<file path="src/rtl/bht_access_arbiter.sv">
// Single-port 2-bit branch history table with a round-robin lookup arbiter,
// a buffered update FIFO and a post-reset/flush initialisation sequencer.
module bht_access_arbiter #(
    parameter int unsigned PC_W       = 8,
    parameter int unsigned IDX_W      = 4,
    parameter int unsigned FIFO_DEPTH = 4
) (
    input  logic            clk,
    input  logic            reset_n,
    input  logic            flush,
    input  logic [1:0]      lk_valid,
    input  logic [PC_W-1:0] lk_pc0,
    input  logic [PC_W-1:0] lk_pc1,
    output logic [1:0]      lk_ready,
    output logic [1:0]      resp_valid,
    output logic            resp_taken,
    input  logic            upd_valid,
    input  logic [PC_W-1:0] upd_pc,
    input  logic            upd_taken,
    output logic            upd_ready,
    output logic            init_done,
    output logic [15:0]     stall_count
);
    localparam int unsigned ENTRIES = 1 << IDX_W;
    localparam int unsigned PTR_W   = $clog2(FIFO_DEPTH);
    localparam int unsigned CNT_W   = PTR_W + 1;

    typedef enum logic {INIT, RUN} state_t;

    state_t             state, state_next;
    logic [IDX_W-1:0]   init_idx;
    logic [1:0]         bht [ENTRIES];
    logic [IDX_W-1:0]   fifo_idx [FIFO_DEPTH];
    logic               fifo_taken [FIFO_DEPTH];
    logic [PTR_W-1:0]   wr_ptr, rd_ptr;
    logic [CNT_W-1:0]   count;
    logic               rr;
    logic               drain, enq, grant_sel, stall_hit;
    logic [1:0]         grant;
    logic [IDX_W-1:0]   lk_idx, head_idx;
    logic [1:0]         head_ctr, head_next;
    logic               unused_pc_bits;

    assign unused_pc_bits = ^{lk_pc0[PC_W-1:IDX_W], lk_pc1[PC_W-1:IDX_W], upd_pc[PC_W-1:IDX_W]};

    // Slot choice: forced drain when full or lookups idle, else one lookup grant.
    always_comb begin
        state_next = state;
        drain      = 1'b0;
        grant      = 2'b00;
        grant_sel  = 1'b0;
        upd_ready  = 1'b0;
        case (state)
            INIT: begin
                if (init_idx == IDX_W'(ENTRIES - 1)) state_next = RUN;
            end
            RUN: begin
                upd_ready = (count < CNT_W'(FIFO_DEPTH));
                if (count == CNT_W'(FIFO_DEPTH) || (count != '0 && lk_valid == 2'b00)) begin
                    drain = 1'b1;
                end else if (lk_valid != 2'b00) begin
                    grant_sel = (lk_valid == 2'b11) ? rr : lk_valid[1];
                    grant     = 2'b01 << grant_sel;
                end
            end
            default: state_next = INIT;
        endcase
        if (flush) begin
            state_next = INIT;
            drain      = 1'b0;
            grant      = 2'b00;
            upd_ready  = 1'b0;
        end
    end

    assign lk_ready  = grant;
    assign init_done = (state == RUN);
    assign enq       = upd_valid & upd_ready;
    assign lk_idx    = grant_sel ? lk_pc1[IDX_W-1:0] : lk_pc0[IDX_W-1:0];
    assign head_idx  = fifo_idx[rd_ptr];
    assign head_ctr  = bht[head_idx];
    assign stall_hit = (state == RUN) && !flush && ((lk_valid & ~grant) != 2'b00);

    always_comb begin
        head_next = head_ctr;
        if (fifo_taken[rd_ptr]) begin
            if (head_ctr != 2'b11) head_next = 2'(head_ctr + 2'd1);
        end else begin
            if (head_ctr != 2'b00) head_next = 2'(head_ctr - 2'd1);
        end
    end

    always_ff @(posedge clk or negedge reset_n) begin
        if (!reset_n) begin
            state    <= INIT;
            init_idx <= '0;
        end else begin
            state    <= state_next;
            init_idx <= (flush || state == RUN) ? '0 : IDX_W'(init_idx + 1'b1);
        end
    end

    // Table contents are defined by the INIT sweep, so no reset is needed here.
    always_ff @(posedge clk) begin
        if (state == INIT && !flush) bht[init_idx] <= 2'b01;
        else if (drain)              bht[head_idx] <= head_next;
    end

    always_ff @(posedge clk) begin
        if (enq) begin
            fifo_idx[wr_ptr]   <= upd_pc[IDX_W-1:0];
            fifo_taken[wr_ptr] <= upd_taken;
        end
    end

    always_ff @(posedge clk or negedge reset_n) begin
        if (!reset_n) begin
            wr_ptr <= '0;
            rd_ptr <= '0;
            count  <= '0;
        end else if (flush) begin
            wr_ptr <= '0;
            rd_ptr <= '0;
            count  <= '0;
        end else begin
            if (enq)   wr_ptr <= PTR_W'(wr_ptr + 1'b1);
            if (drain) rd_ptr <= PTR_W'(rd_ptr + 1'b1);
            case ({enq, drain})
                2'b10:   count <= CNT_W'(count + 1'b1);
                2'b01:   count <= CNT_W'(count - 1'b1);
                default: count <= count;
            endcase
        end
    end

    always_ff @(posedge clk or negedge reset_n) begin
        if (!reset_n) begin
            rr          <= 1'b0;
            resp_valid  <= 2'b00;
            resp_taken  <= 1'b0;
            stall_count <= '0;
        end else begin
            if (grant != 2'b00) rr <= ~grant_sel;
            resp_valid <= grant;
            resp_taken <= (grant != 2'b00) ? bht[lk_idx][1] : 1'b0;
            if (stall_hit && stall_count != 16'hFFFF) stall_count <= 16'(stall_count + 1'b1);
        end
    end
endmodule

</file>
<file path="config.mk">
export PLATFORM = sky130hd
export DESIGN_NAME = bht_access_arbiter
export DESIGN_NICKNAME = d
export VERILOG_FILES = /design/src/rtl/bht_access_arbiter.sv
export SDC_FILE = /design/constraint.sdc
export NUM_CORES = 1
export LEC_CHECK = 0
export ABC_AREA = 1
export CAP_MARGIN = 20
export CORE_MARGIN = 2
export CORE_UTILIZATION = 50
export DETAILED_ROUTE_END_ITERATION = 16
export HOLD_SLACK_MARGIN = 0.02
export PLACE_DENSITY = 0.76
export SLEW_MARGIN = 15
export SYNTH_ARGS = -nofsm -noshare
export SYNTH_HDL_FRONTEND = slang
export SYNTH_SLANG_ARGS = --single-unit
</file>
<file path="constraint.sdc">
create_clock -name clk -period 2.1 [get_ports clk]
set_clock_uncertainty 0.2 [all_clocks]
set_input_delay 0.42 -clock clk [delete_from_list [all_inputs] [get_ports clk]]
set_output_delay 0.42 -clock clk [all_outputs]
set_load 0.02 [all_outputs]
</file>
==> out/summary.md <==
- number of flops mapped to enable cells by yosys: 52
- count of vias placed by the detailed router: 4008
- DIE HEIGHT: 96.0 um
- number of synthesis warnings: 0
- failing checks: negative setup slack
- start of the worst register-to-register path: rd_ptr[0]
- minimum clock period after layout: 2.44 ns
- outcome: finished with violations
- number of instances in the synthesized netlist: 444
- clock-pin slew on the worst setup and hold paths: 0.10 ns
- number of standard-cell rows in the floorplan: 33
- crit share post-route: 116%
- CP endpoint kind: flip-flop
- TritonRoute pass-1 iters: 5
- f_max: 410 MHz
- Worst-Margin Slew: 0.385 ns
- largest net degree at the start of global routing: 33
- share of async-settable or async-resettable flops after synthesis: 38.1%
- kind of path behind the tightest hold check: input port to asynchronous set/reset pin
- synthesis-stage register bit count: 84
- clock tree from TritonCTS: built
- setup slack of the worst register-to-register path: -0.34 ns
- number of different library cells in the post-synthesis netlist: 39
- portion of the post-synthesis area used by sequential elements: 55.8%
- syn_area_per_cell: 9.53 um2
- post-detailed-route wirelength per cell: 20.8 um
- RR Endpoint: bht[2][1]
- global-route total usage across every layer: 27.6%
- Synth Flop Type: sky130_fd_sc_hd__edfxtp_1
- number of design-rule violations left by the first detailed-router iteration: 389
- depth of the worst register-to-register path: 14
- reported max-cap violation count: 0
- cell area after synthesis: 4230 um2
- number of buffers inserted for hold repair after clock tree synthesis: 0
- count of input and output buffers: 41
- number of clock sinks: 84
- startpoint of the most critical setup path: rd_ptr[0]
- number of placed instances, taps included: 642
- number of pins with negative max-slew slack in the final report: 0
- worst ir drop on vdd: 0.333 mV
- worst hold margin: 0.222 ns
- share of layout cells above drive strength 1: 45.3%
- Chip Width: 96.0 um
- first-pass GRT wire length: 18900 um
- data required time of the worst path: 2.01 ns
- antenna violations before repair: 0
- final core utilization: 78.5%
- reported leakage power: 2.79 nW
- Layout Nets: 613
- RSZ-0062 raised after global routing: true
- routed via count divided by cell count: 5.85
- number of CTS-inserted buffers: 9
- maximum fanout along the worst path: 16
- final estimated routing congestion in global placement: 0.890
- clock tree root buffer cell: sky130_fd_sc_hd__clkbuf_8
- area grow syn2layout: 52.4%
- Non-Filler Instances: 685
- grt ovf: 0
- starting density of the core: 51.5%
- final hold violation count: 0
- DIE AREA: 9220 um2
- post-route antenna net violation count: 0
- startpoint type of the worst setup path: flip-flop
- clock latency at the later pin of the worst-skew pair: 0.36 ns
- CTS Buffer Depth: 2
- number of global-route vias before repair: 3777
- number of diodes: 0
- Worst Slack Setup Final: -0.338 ns
- Core Area: 8220 um2
- Placement Setup Slack: -0.699 ns
- wire length after detailed routing: 14200 um
- endpoint arrival time on the critical path: 2.35 ns
- number of top-level design ports: 54
- HPWL after detailed placement: 7620 um
- remaining design rule violation count: 0
- power density normalized to cell area: 517 nW/um2
- number of H-tree branching levels: 3
- syn_nets: 482
- path type of the worst setup path: flip-flop to flip-flop
- Finish-stage setup viols: 69
- Relative slew margins: 74.3%
[critical path, cell delays in order, from the launching register on]
cell and delay, ns:
sky130_fd_sc_hd__dfrtp_2 0.46, sky130_fd_sc_hd__buf_6 0.15, sky130_fd_sc_hd__nand2_4 0.06, sky130_fd_sc_hd__nand2_4 0.05, sky130_fd_sc_hd__o21ai_4 0.25, sky130_fd_sc_hd__buf_6 0.16, sky130_fd_sc_hd__buf_6 0.11, sky130_fd_sc_hd__nand3_2 0.11
sky130_fd_sc_hd__nand3_2 0.10, sky130_fd_sc_hd__nand3_2 0.08, sky130_fd_sc_hd__nand2_2 0.10, sky130_fd_sc_hd__nand2_2 0.07, sky130_fd_sc_hd__inv_2 0.09, sky130_fd_sc_hd__nor2_4 0.05, sky130_fd_sc_hd__buf_12 0.14
[placed cells by master (no fill, tap or decap), types with 3 or more instances in the layout]
cell type / n
sky130_fd_sc_hd__xnor2_1: 4
sky130_fd_sc_hd__nand2_4: 20
sky130_fd_sc_hd__nor2_4: 22
sky130_fd_sc_hd__ha_1: 5
sky130_fd_sc_hd__clkdlybuf4s50_1: 28
sky130_fd_sc_hd__nor2_2: 4
sky130_fd_sc_hd__inv_1: 31
sky130_fd_sc_hd__nor3_1: 4
sky130_fd_sc_hd__nand2_1: 62
sky130_fd_sc_hd__buf_12: 5
sky130_fd_sc_hd__nor2_1: 20
sky130_fd_sc_hd__dlygate4sd2_1: 4
sky130_fd_sc_hd__clkbuf_8: 9
sky130_fd_sc_hd__nand3_2: 27
sky130_fd_sc_hd__a21oi_2: 4
sky130_fd_sc_hd__dfrtp_1: 30
sky130_fd_sc_hd__nand3_4: 12
sky130_fd_sc_hd__buf_6: 23
sky130_fd_sc_hd__nand3_1: 35
sky130_fd_sc_hd__xor2_1: 10
sky130_fd_sc_hd__inv_2: 14
sky130_fd_sc_hd__edfxtp_1: 52
sky130_fd_sc_hd__o21ai_4: 5
sky130_fd_sc_hd__buf_4: 57
sky130_fd_sc_hd__a21oi_1: 8
sky130_fd_sc_hd__or2_2: 3
sky130_fd_sc_hd__o21ai_0: 6
sky130_fd_sc_hd__dlymetal6s2s_1: 6
sky130_fd_sc_hd__nand2_2: 30
sky130_fd_sc_hd__inv_4: 3
sky130_fd_sc_hd__nand4_1: 4
[flip-flops by register name, summed over array words and instances (netlist names)]
name / cells
bht: 32
fifo_idx: 16
stall_count: 16
fifo_taken: 4
init_idx: 4
count: 3
rd_ptr: 2
resp_valid: 2
wr_ptr: 2
init_done: 1
resp_taken: 1
rr: 1
[metrics by stage]
step                area (um2)  TNS [ns]  power (W)
CTS                       6030     -8.68    0.00323
detailed placement        5210    -42.87    0.00210
global placement          5210    -38.36    0.00209
floorplan                 4240         0    0.00195
global route              6450    -19.24    0.00344
finish                    6450    -15.27    0.00334
[area by class of cell]
class,count,area [um2]
clock buffer,9,124
clock inverter,7,57.6
fill,456,1760
inverter,48,188
multi-input combinational,306,2360
sequential,84,2360
tap,105,131
timing repair buffer,126,1220
[what timing repair did]
item	4_1_cts	5_1_grt
setup endpoints to repair	75	85
gates resized for setup	147	87
pin swaps	32	40
setup buffers	16	10
gates cloned	2	1
[power breakdown]
group | total [W] | internal (W) | switching (W)
combinational | 0.000429 | 0.000187 | 0.000242
clock | 0.00111 | 0.000447 | 0.000661
sequential | 0.00180 | 0.00177 | 0.0000262
total | 0.00334 | 0.00241 | 0.000929
[cell families after synthesis]
group / Yosys count / synth area share, %
XOR/XNOR: 15 / 3.10
multiplexers: 3 / 0.798
buffers and inverters: 54 / 5.62
adder cells (fa/ha/maj): 7 / 2.25
AO/OA/AOI/OAI: 31 / 4.49
flip-flops: 84 / 55.8
AND/OR/NAND/NOR: 250 / 27.9
[cell usage after synthesis (2+ instances only)]
master	instances	share of area (%)
sky130_fd_sc_hd__a21oi_1	12	1.4
sky130_fd_sc_hd__a32oi_1	2	0.41
sky130_fd_sc_hd__buf_6	4	1.1
sky130_fd_sc_hd__dfrtp_1	32	19
sky130_fd_sc_hd__edfxtp_1	52	37
sky130_fd_sc_hd__ha_1	6	1.8
sky130_fd_sc_hd__inv_1	42	3.7
sky130_fd_sc_hd__inv_2	6	0.53
sky130_fd_sc_hd__mux2_1	2	0.53
sky130_fd_sc_hd__nand2_1	102	9.0
sky130_fd_sc_hd__nand2_2	10	1.5
sky130_fd_sc_hd__nand2_4	2	0.53
sky130_fd_sc_hd__nand3_1	69	8.2
sky130_fd_sc_hd__nand3_2	3	0.71
sky130_fd_sc_hd__nand3_4	2	0.83
sky130_fd_sc_hd__nand4_1	4	0.59
sky130_fd_sc_hd__nor2_1	40	3.5
sky130_fd_sc_hd__nor2_2	5	0.74
sky130_fd_sc_hd__nor3_1	4	0.47
sky130_fd_sc_hd__o21ai_0	8	0.95
sky130_fd_sc_hd__o21ai_1	4	0.47
sky130_fd_sc_hd__or2_2	3	0.44
sky130_fd_sc_hd__xnor2_1	4	0.83
sky130_fd_sc_hd__xor2_1	11	2.3
[worst max path at each step]
stage | end | slack, ns | cells after the start
CTS | bht[10][0] | -0.19 | 14
detailed placement | lk_ready[0] | -0.70 | 10
global placement | lk_ready[0] | -0.66 | 10
floorplan | count[2] | 0.02 | 11
global route | bht[10][1] | -0.35 | 14
finish | bht[2][1] | -0.34 | 14
[metal layers]
layer | part of all wire [%] | up-vias | GRT usage [%] | wire length, um
met1 | 36 | 1920 | 35.0 | 5160
li1 | - | 1748 | - | -
met4 | 5.8 | 0 | 9.64 | 831
met3 | 7.7 | 82 | 4.46 | 1100
met5 | 0 | - | 0 | 0
met2 | 50 | 258 | 47.7 | 7150
Power figures use the tool's default switching activity.
